`config.mk`:
```
export PLATFORM = sky130hd
export DESIGN_NAME = dispatch_controller
export DESIGN_NICKNAME = d
export VERILOG_FILES = /design/src/rtl/dispatch_controller_pkg.sv /design/src/rtl/dispatch_controller_operand_resolve.sv /design/src/rtl/dispatch_controller.sv
export SDC_FILE = /design/constraint.sdc
export NUM_CORES = 1
export LEC_CHECK = 0
export ABC_CLOCK_PERIOD_IN_PS = 8600
export CAP_MARGIN = 20
export CORE_AREA = 2 2 149 151
export CTS_BUF_LIST = sky130_fd_sc_hd__clkbuf_4
export DETAILED_ROUTE_END_ITERATION = 10
export DIE_AREA = 0 0 151 153
export PLACE_DENSITY = 0.6
export SYNTH_ARGS = -nofsm -noshare
export SYNTH_HDL_FRONTEND = slang
export SYNTH_SLANG_ARGS = --single-unit
export TNS_END_PERCENT = 5
```
`constraint.sdc`:
```
create_clock -name clk_in -period 8.6 [get_ports clk_in]
set_input_delay 2.58 -clock clk_in [delete_from_list [all_inputs] [get_ports clk_in]]
set_output_delay 2.58 -clock clk_in [all_outputs]
set_load 0.02 [all_outputs]
```
`src/rtl/dispatch_controller_pkg.sv`:
```
// Shared definitions for the dispatch stage: FSM states, opcode codes (same numbering as the Decoder)
// and the instruction-class helpers used to pick the target queue and the live operands.
package dispatch_controller_pkg;

    typedef enum logic [1:0] {
        S_ASK  = 2'd0,
        S_WAIT = 2'd1,
        S_HOLD = 2'd2
    } dp_state_e;

    localparam logic [6:0] OP_ILLEGAL = 7'd0;
    localparam logic [6:0] OP_JALR    = 7'd4;
    localparam logic [6:0] OP_BEQ     = 7'd5;
    localparam logic [6:0] OP_BGEU    = 7'd10;
    localparam logic [6:0] OP_LB      = 7'd11;
    localparam logic [6:0] OP_LHU     = 7'd15;
    localparam logic [6:0] OP_SB      = 7'd16;
    localparam logic [6:0] OP_SW      = 7'd18;
    localparam logic [6:0] OP_ADDI    = 7'd19;
    localparam logic [6:0] OP_SRAI    = 7'd27;
    localparam logic [6:0] OP_ADD     = 7'd28;
    localparam logic [6:0] OP_AND     = 7'd37;

    function automatic logic is_branch(input logic [6:0] op);
        return (op >= OP_BEQ) && (op <= OP_BGEU);
    endfunction

    function automatic logic is_load(input logic [6:0] op);
        return (op >= OP_LB) && (op <= OP_LHU);
    endfunction

    function automatic logic is_store(input logic [6:0] op);
        return (op >= OP_SB) && (op <= OP_SW);
    endfunction

    function automatic logic is_alu_imm(input logic [6:0] op);
        return (op >= OP_ADDI) && (op <= OP_SRAI);
    endfunction

    function automatic logic is_alu_reg(input logic [6:0] op);
        return (op >= OP_ADD) && (op <= OP_AND);
    endfunction

    // lui/auipc/jal and any code outside 1..37 read no register.
    function automatic logic uses_rs1(input logic [6:0] op);
        return (op == OP_JALR) || is_branch(op) || is_load(op) || is_store(op)
               || is_alu_imm(op) || is_alu_reg(op);
    endfunction

    function automatic logic uses_rs2(input logic [6:0] op);
        return is_branch(op) || is_store(op) || is_alu_reg(op);
    endfunction

endpackage

```
`src/rtl/dispatch_controller_operand_resolve.sv`:
```
// Resolves one source operand from the register-file answer, bypassing a same-cycle CDB broadcast.
module dispatch_controller_operand_resolve #(
    parameter int ROB_WIDTH = 4,
    parameter int REG_WIDTH = 5
) (
    input  logic                 used,
    input  logic [REG_WIDTH-1:0] idx,
    input  logic [ROB_WIDTH:0]   rf_q,
    input  logic [31:0]          rf_v,
    input  logic                 cdb_en,
    input  logic [ROB_WIDTH-1:0] cdb_tag,
    input  logic [31:0]          cdb_val,
    output logic [ROB_WIDTH:0]   q,
    output logic [31:0]          v
);

    // x0 and unused operands are always ready with value zero.
    always_comb begin
        q = '0;
        v = 32'd0;
        if (!used || (idx == '0)) begin
            q = '0;
            v = 32'd0;
        end else if (rf_q[ROB_WIDTH] && cdb_en && (rf_q[ROB_WIDTH-1:0] == cdb_tag)) begin
            q = '0;
            v = cdb_val;
        end else begin
            q = rf_q;
            v = rf_v;
        end
    end

endmodule

```
`src/rtl/dispatch_controller.sv`:
```
// Decode-stage sequencer: requests one instruction, holds it, resolves operands and issues it
// together with a ROB allocation to either the reservation station or the load/store buffer.
module dispatch_controller
    import dispatch_controller_pkg::*;
#(
    parameter int ROB_WIDTH  = 4,
    parameter int REG_WIDTH  = 5,
    parameter int ADDR_WIDTH = 32
) (
    input  logic                  clk_in,
    input  logic                  rst_in,
    input  logic                  rdy_in,
    input  logic                  DCDP_en,
    input  logic [ADDR_WIDTH-1:0] DCDP_pc,
    input  logic [6:0]            DCDP_opcode,
    input  logic [REG_WIDTH-1:0]  DCDP_rs1,
    input  logic [REG_WIDTH-1:0]  DCDP_rs2,
    input  logic [REG_WIDTH-1:0]  DCDP_rd,
    input  logic [31:0]           DCDP_imm,
    input  logic                  DCDP_predict_result,
    output logic                  DPDC_ask_IF,
    input  logic                  ROB_clear,
    input  logic                  ROBDP_full,
    input  logic [ROB_WIDTH-1:0]  ROBDP_tail,
    input  logic                  RSDP_full,
    input  logic                  LSBDP_full,
    output logic [REG_WIDTH-1:0]  DPRF_rs1,
    output logic [REG_WIDTH-1:0]  DPRF_rs2,
    input  logic [ROB_WIDTH:0]    RFDP_Qj,
    input  logic [ROB_WIDTH:0]    RFDP_Qk,
    input  logic [31:0]           RFDP_Vj,
    input  logic [31:0]           RFDP_Vk,
    input  logic                  CDB_en,
    input  logic [ROB_WIDTH-1:0]  CDB_tag,
    input  logic [31:0]           CDB_val,
    output logic                  DPRF_rename_en,
    output logic                  DPROB_en,
    output logic                  DPRS_en,
    output logic                  DPLSB_en,
    output logic [6:0]            DP_opcode,
    output logic [ADDR_WIDTH-1:0] DP_pc,
    output logic [31:0]           DP_imm,
    output logic [REG_WIDTH-1:0]  DP_rd,
    output logic                  DP_predict_result,
    output logic [ROB_WIDTH:0]    DP_Qj,
    output logic [ROB_WIDTH:0]    DP_Qk,
    output logic [31:0]           DP_Vj,
    output logic [31:0]           DP_Vk,
    output logic [ROB_WIDTH-1:0]  DP_dest
);

    dp_state_e             state_r;
    logic [ADDR_WIDTH-1:0] pc_r;
    logic [6:0]            opcode_r;
    logic [REG_WIDTH-1:0]  rs1_r;
    logic [REG_WIDTH-1:0]  rs2_r;
    logic [REG_WIDTH-1:0]  rd_r;
    logic [31:0]           imm_r;
    logic                  pred_r;

    logic active_s;
    logic to_lsb_s;
    logic target_full_s;
    logic issue_s;

    // Sequencer and hold registers; a flush wins over everything, rdy_in low freezes.
    always_ff @(posedge clk_in or posedge rst_in) begin
        if (rst_in) begin
            state_r  <= S_ASK;
            pc_r     <= '0;
            opcode_r <= 7'd0;
            rs1_r    <= '0;
            rs2_r    <= '0;
            rd_r     <= '0;
            imm_r    <= 32'd0;
            pred_r   <= 1'b0;
        end else if (ROB_clear) begin
            state_r  <= S_ASK;
            pc_r     <= '0;
            opcode_r <= 7'd0;
            rs1_r    <= '0;
            rs2_r    <= '0;
            rd_r     <= '0;
            imm_r    <= 32'd0;
            pred_r   <= 1'b0;
        end else if (rdy_in) begin
            case (state_r)
                S_ASK: state_r <= S_WAIT;
                S_WAIT: begin
                    if (DCDP_en) begin
                        if (DCDP_opcode != OP_ILLEGAL) begin
                            pc_r     <= DCDP_pc;
                            opcode_r <= DCDP_opcode;
                            rs1_r    <= DCDP_rs1;
                            rs2_r    <= DCDP_rs2;
                            rd_r     <= DCDP_rd;
                            imm_r    <= DCDP_imm;
                            pred_r   <= DCDP_predict_result;
                            state_r  <= S_HOLD;
                        end else begin
                            state_r  <= S_ASK;
                        end
                    end
                end
                S_HOLD: begin
                    if (issue_s) begin
                        state_r <= S_ASK;
                    end
                end
                default: state_r <= S_ASK;
            endcase
        end
    end

    // Issue decision: strobes are combinational so consumers capture the payload on this edge.
    always_comb begin
        active_s      = rdy_in && !ROB_clear;
        to_lsb_s      = is_load(opcode_r) || is_store(opcode_r);
        target_full_s = to_lsb_s ? LSBDP_full : RSDP_full;
        issue_s       = active_s && (state_r == S_HOLD) && !ROBDP_full && !target_full_s;
    end

    assign DPDC_ask_IF    = active_s && (state_r == S_ASK);
    assign DPROB_en       = issue_s;
    assign DPRS_en        = issue_s && !to_lsb_s;
    assign DPLSB_en       = issue_s && to_lsb_s;
    // Branches and stores produce no register result; rd==x0 is never renamed.
    assign DPRF_rename_en = issue_s && (rd_r != '0) && !is_branch(opcode_r) && !is_store(opcode_r);

    assign DPRF_rs1          = rs1_r;
    assign DPRF_rs2          = rs2_r;
    assign DP_opcode         = opcode_r;
    assign DP_pc             = pc_r;
    assign DP_imm            = imm_r;
    assign DP_rd             = rd_r;
    assign DP_predict_result = pred_r;
    assign DP_dest           = ROBDP_tail;

    dispatch_controller_operand_resolve #(
        .ROB_WIDTH (ROB_WIDTH),
        .REG_WIDTH (REG_WIDTH)
    ) u_resolve_j (
        .used    (uses_rs1(opcode_r)),
        .idx     (rs1_r),
        .rf_q    (RFDP_Qj),
        .rf_v    (RFDP_Vj),
        .cdb_en  (CDB_en),
        .cdb_tag (CDB_tag),
        .cdb_val (CDB_val),
        .q       (DP_Qj),
        .v       (DP_Vj)
    );

    dispatch_controller_operand_resolve #(
        .ROB_WIDTH (ROB_WIDTH),
        .REG_WIDTH (REG_WIDTH)
    ) u_resolve_k (
        .used    (uses_rs2(opcode_r)),
        .idx     (rs2_r),
        .rf_q    (RFDP_Qk),
        .rf_v    (RFDP_Vk),
        .cdb_en  (CDB_en),
        .cdb_tag (CDB_tag),
        .cdb_val (CDB_val),
        .q       (DP_Qk),
        .v       (DP_Vk)
    );

endmodule

```
Yosys cells after proc, flatten, opt, wreduce, memory -nomap -nowiden
Index checks and enable logic that the tools add are counted.
- bits in writable memories: 0
- word-level logic and storage cells: 123
- bits in registers: 89
- output and inout port bits: 170
- memories: 0
- memory bits (read-only): 0
- bits in latches: 0
- add/sub/neg operators: 0
- magnitude comparators: 10
- div/mod/pow operators: 0
- reduce and logical (&&, ||, !) cells: 48
- multipliers: 0
- multiplexer cells: 50
- shift-type cells: 0
- eq/ne operators: 7
- bitwise logic cells: 0
- operators with widths (kind ; number):
    $mux W32 ; 14
    $mux W5 ; 19
    $mux W7 ; 5
    $ge A7 B5 Y1 const B ; 3
    $logic_and A1 B1 Y1 ; 19
    $le A7 B4 Y1 const B ; 2
    $le A7 B5 Y1 const B ; 2
    $logic_not A5 Y1 ; 2
    $logic_or A1 B1 Y1 ; 10
    $mux W2 ; 5
    $eq A4 B4 Y1 ; 2
    $logic_not A1 Y1 ; 8
    $reduce_bool A2 Y1 ; 4
    $eq A7 B3 Y1 const B ; 1
    $ge A7 B3 Y1 const B ; 1
    $ge A7 B4 Y1 const B ; 1
    $le A7 B6 Y1 const B ; 1
    $reduce_bool A7 Y1 ; 1
    $mux W1 ; 6
    $ne A3 B3 Y1 const B ; 2
    $pmux W2 S3 ; 1
    $reduce_bool A5 Y1 ; 1
    $reduce_and A4 Y1 ; 1
    $reduce_and A3 Y1 ; 1
    other kinds (3) ; 3

Depth between registers and ports, before layout
- word-level depth: 10
- mapped depth: 7
- depth with buffers taken out: 4

Hierarchy
A second synthesis with hierarchy kept.
- cell total of the unflattened synthesis: 693
- area total of the unflattened synthesis: 5388.9 um2
- by module, submodules not included (module ; area an instance (um2) ; seq. area each (um2) ; cells each ; times used):
    dispatch_controller ; 3852.4 ; 2227.1 ; 445 ; 1
    dispatch_controller_operand_resolve ; 768.2 ; 0.0 ; 124 ; 2

Least setup slack after synthesis
OpenSTA, ideal clock, no wires.
- path kind: input port to output port
- from: input port RFDP_Qk[2]
- to: output port DP_Vk[0]
- arrival time: 3.834 ns
- buffers on the path: 2
- cell stages on the path: 6
- data required time: 6.020 ns
- setup slack: 2.186 ns
- cells stage by stage: xnor2_1 -> and3_1 -> clkbuf_1 -> clkbuf_1 -> nand3_1 -> a211oi_2
- word-level cells in the longest chain between the ends: 4
- RTL lines (element ; RTL line ; text):
    from (decl) ; dispatch_controller.sv:30 ; input logic [ROB_WIDTH:0] RFDP_Qk,
    $eq A4 B4 Y1 ; dispatch_controller_operand_resolve.sv:24 ; end else if (rf_q[ROB_WIDTH] && cdb_en && (rf_q[ROB_WIDTH-1:0] == cdb_tag)) begin
    $logic_and A1 B1 Y1 ; dispatch_controller_operand_resolve.sv:24 ;
    $mux W32 ; dispatch_controller_operand_resolve.sv:24 ;
    $mux W32 ; dispatch_controller_operand_resolve.sv:21 ; if (!used || (idx == '0)) begin
    to (decl) ; dispatch_controller.sv:48 ; output logic [31:0] DP_Vk,
Every way passes these cells.

Worst setup path in the final report
- from: input port CDB_tag[3]
- to: output port DP_Qj[4]
- word-level cells in the longest chain between the ends: 4
- RTL lines (element ; RTL line ; text):
    from (decl) ; dispatch_controller.sv:34 ; input logic [ROB_WIDTH-1:0] CDB_tag,
    $eq A4 B4 Y1 ; dispatch_controller_operand_resolve.sv:24 ;
    $logic_and A1 B1 Y1 ; dispatch_controller_operand_resolve.sv:24 ;
    $mux W5 ; dispatch_controller_operand_resolve.sv:24 ;
    $mux W5 ; dispatch_controller_operand_resolve.sv:21 ;
    to (decl) ; dispatch_controller.sv:45 ; output logic [ROB_WIDTH:0] DP_Qj,
Every way passes these cells.

==> insert_results.sql <==
INSERT INTO impl_metrics (metric_group, metric, value, unit) VALUES
('finish', 'fin_area', '9500', 'um^2'),
('global_route', 'global_route_total_usage_across_every_layer', '20.9', '%'),
('synth', 'xor_xnor_portion_of_the_synthesized_cell_area', '1.27', '%'),
('clock_tree', 'cts_hold_repair.buffers', '0', ''),
('clock_tree', 'postCtsSetupBuffers', '0', ''),
('synth', 'synth-main-ff-cell', 'dfrtp_1', ''),
('finish', 'filler_cell_count', '2186', ''),
('worst_setup_path', 'worst_path_dominant_cell_family', 'buffers and inverters', ''),
('drt', 'routed_via_density', '4.98', ''),
('clock_tree', 'tritoncts', 'yes', ''),
('global_route', 'grt_first_pass_wirelength', '37600', 'um'),
('clock_tree', 'clockBufferDepth', '2', ''),
('worst_setup_path', 'start_kind', 'input pin', ''),
('finish', 'layout-area-overhead-vs-synth', '72.3', '%'),
('worst_setup_path', 'crit_path_cell_trace', 'clkdlybuf4s50_1, xnor2_1, nand3_1, nor2_1, nor3b_1, clkdlybuf4s50_1', ''),
('die', 'chipWidth', '151', 'um'),
('hold_path', 'timing.hold.worst.class', 'reg -> reg', ''),
('sta', 'finalCritPeriodShare', '88.7', '%'),
('synth', 'synthSimpleGateAreaFrac', '24.0', '%'),
('global_route', 'grt_pass1_vias', '6455', ''),
('synth', 'dominant_combinational_cell_family_by_area_after_synthesis', 'compound AO/OA/AOI/OAI gates', ''),
('clock_tree', 'post_cts_sizing_count', '0', ''),
('drt', 'drt.antenna.violating_nets', '0', ''),
('worst_setup_path', 'required_arrival_time_at_the_worst_endpoint', '6020', 'ps'),
('clock_tree', 'path_clk_slew', '150', 'ps'),
('sta', 'final_max_slew_viol_count', '0', ''),
('synth', 'synth-adder-area-share', '0', '%'),
('synth', 'postSynth.asyncResetShare', '100', '%'),
('power_and_ir_drop', 'lkg_pwr', '3.31', 'nW'),
('die', 'die_height', '153', 'um'),
('global_route', 'grt_max_degree', '92', ''),
('sta', 'skew', '13.8', 'ps'),
('synth', 'synth-seq-cells', '89', ''),
('sta', 'max_freq', '0.131', 'GHz'),
('power_and_ir_drop', 'max-vdd-ir-drop', '0.0709', 'mV'),
('clock_tree', 'cts_root_buffer', 'clkbuf_4', ''),
('synth', 'yosys_warnings', '0', ''),
('finish', 'final_net_count', '1239', ''),
('placement', 'place_area', '9330', 'um^2'),
('drt', 'drcViolationCount', '0', ''),
('sta', 'rsz0062_at_grt', 'no', ''),
('global_route', 'globalRouteOverflowTotal', '0', ''),
('sta', 'tightest_slew', '1030', 'ps'),
('worst_setup_path', 'cp_slowest_cell', 'clkdlybuf4s50_1', ''),
('synth', 'ys_types', '41', ''),
('placement', 'port_buffer_cells', '371', ''),
('synth', 'synth.cell_area', '5510', 'um^2'),
('die', 'floorplan.rows', '54', ''),
('flow_run', 'max-cap-violations', '0', ''),
('global_route', 'antenna_found_initial', '4', ''),
('synth', 'synthMuxAreaShare', '0.477', '%'),
('worst_setup_path', 'timing.critical_path.buf_inv', '2', ''),
('worst_setup_path', 'crit_end_category', 'output port', ''),
('synth', 'synth_area_in_compound_gates', '27.1', '%'),
('sta', 'hold_viol_final', '0', ''),
('clock_tree', 'ctsHtreeMaxLevel', '3', ''),
('sta', 'slew_headroom', '31.7', '%'),
('synth', 'sequential_fraction_of_the_synthesis_area', '40.4', '%'),
('clock_tree', 'tritoncts_num_sinks', '89', ''),
('synth', 'syn-instance-count', '705', ''),
('clock_tree', 'worstSkewPairLatency', '450', 'ps'),
('sta', 'setup_tns', '0', 'ps'),
('die', 'fp.dieArea', '23100', 'um^2'),
('sta', 'timing.final.crit_period', '7630', 'ps'),
('outcome', 'outcome', 'completed', ''),
('synth', 'synthDominantCellAreaShare', '40.4', '%'),
('worst_setup_path', 'cp_data_arrival_time', '5050', 'ps'),
('synth', 'synth.avg_cell_area', '7.82', 'um^2'),
('worst_setup_path', 'worstSetupPathType', 'in -> out', ''),
('drt', 'detailroute.via_count', '6563', ''),
('drt', 'drt_first_iter_violations', '308', '');
## synth_stat cells, types with 4 or more instances
master	count
o21ai_0	67
nor4b_1	7
a21oi_1	122
nand3_1	68
and3_1	5
dfrtp_1	89
nand2_1	179
nor3_1	7
clkbuf_1	45
buf_4	10
buf_6	4
nor2_1	6
nor3b_1	5
xnor2_1	8
buf_2	15
a211oi_2	31
## per-stage QoR
step	util [%]	hold WS [ps]	setup slack (ps)	cells	power [W]
floorplan	-	508	2190	705	0.000558
global placement	43.4	508	1030	1297	0.000712
detailed placement	43.4	514	1070	1297	0.000712
CTS	44.0	534	1050	1313	0.000954
global route	44.2	553	870	1317	0.000993
finish	44.2	529	968	1317	0.000939
## worst min-delay path: stages (launching register included)
cell     delay, ps
dfrtp_1        400
nand2_1         60
a21oi_1         50
## sequential cells by signal (all words and copies together), names as in the netlist
register and flops:
DPRF_rs2 5, DP_opcode 7, state_r 2, DP_rd 5, DPRF_rs1 5, DP_pc 32
DP_predict_result 1, DP_imm 32
## layer usage
layer	routed length (um)	share of wire, %	GRT usage [%]	vias up
li1	-	-	-	3109
met1	9430	38	24.5	3109
met2	12400	50	36.2	316
met3	2560	10	6.87	29
met4	570	2.3	6.01	0
met5	0	0	0	-
## power breakdown
group / switching [W] / internal, W / leakage, nW
sequential: 0.00000808 / 0.000429 / 1.23
combinational: 0.000136 / 0.000133 / 2.00
clock: 0.000168 / 0.0000656 / 0.0713
## cell families (layout without fill, tap and decap cells)
logic type,Yosys count,after routing
AOI/OAI and AO/OA,237,237
xor gates and xnor gates,8,8
buffers and inverters,76,405
DFF,89,89
muxes,2,2
other,0,3
and+or+nand+nor,293,293
## path summary, 6_finish.rpt
kind / cells after the start / from / endpoint / slack [ps]
min in group asynchronous: 2 / rst_in / DP_pc[10]$_DFFE_PP0P_ / 2350
worst max register to register: 5 / state_r[1]$_DFFE_PP0P_ / DP_pc[27]$_DFFE_PP0P_ / 5880
worst min register to register: 2 / DP_imm[5]$_DFFE_PP0P_ / DP_imm[5]$_DFFE_PP0P_ / 530
worst max-delay path: 6 / CDB_tag[3] / DP_Qj[4] / 970
max in group asynchronous: 4 / rst_in / DP_imm[24]$_DFFE_PP0P_ / 5320
worst min-delay path: 2 / DP_imm[5]$_DFFE_PP0P_ / DP_imm[5]$_DFFE_PP0P_ / 530
## layout make-up
class,count,area [um^2],area share [%]
timing repair buffer,387,3850,40.5
multi-input combinational,540,2930,30.8
sequential,89,2230,23.5
tap,280,350,3.69
clock buffer,9,67.6,0.712
clock inverter,7,58.8,0.619
inverter,2,8.76,0.0922
antenna,3,7.51,0.0791
No activity file was read; power rests on OpenSTA's default activity.
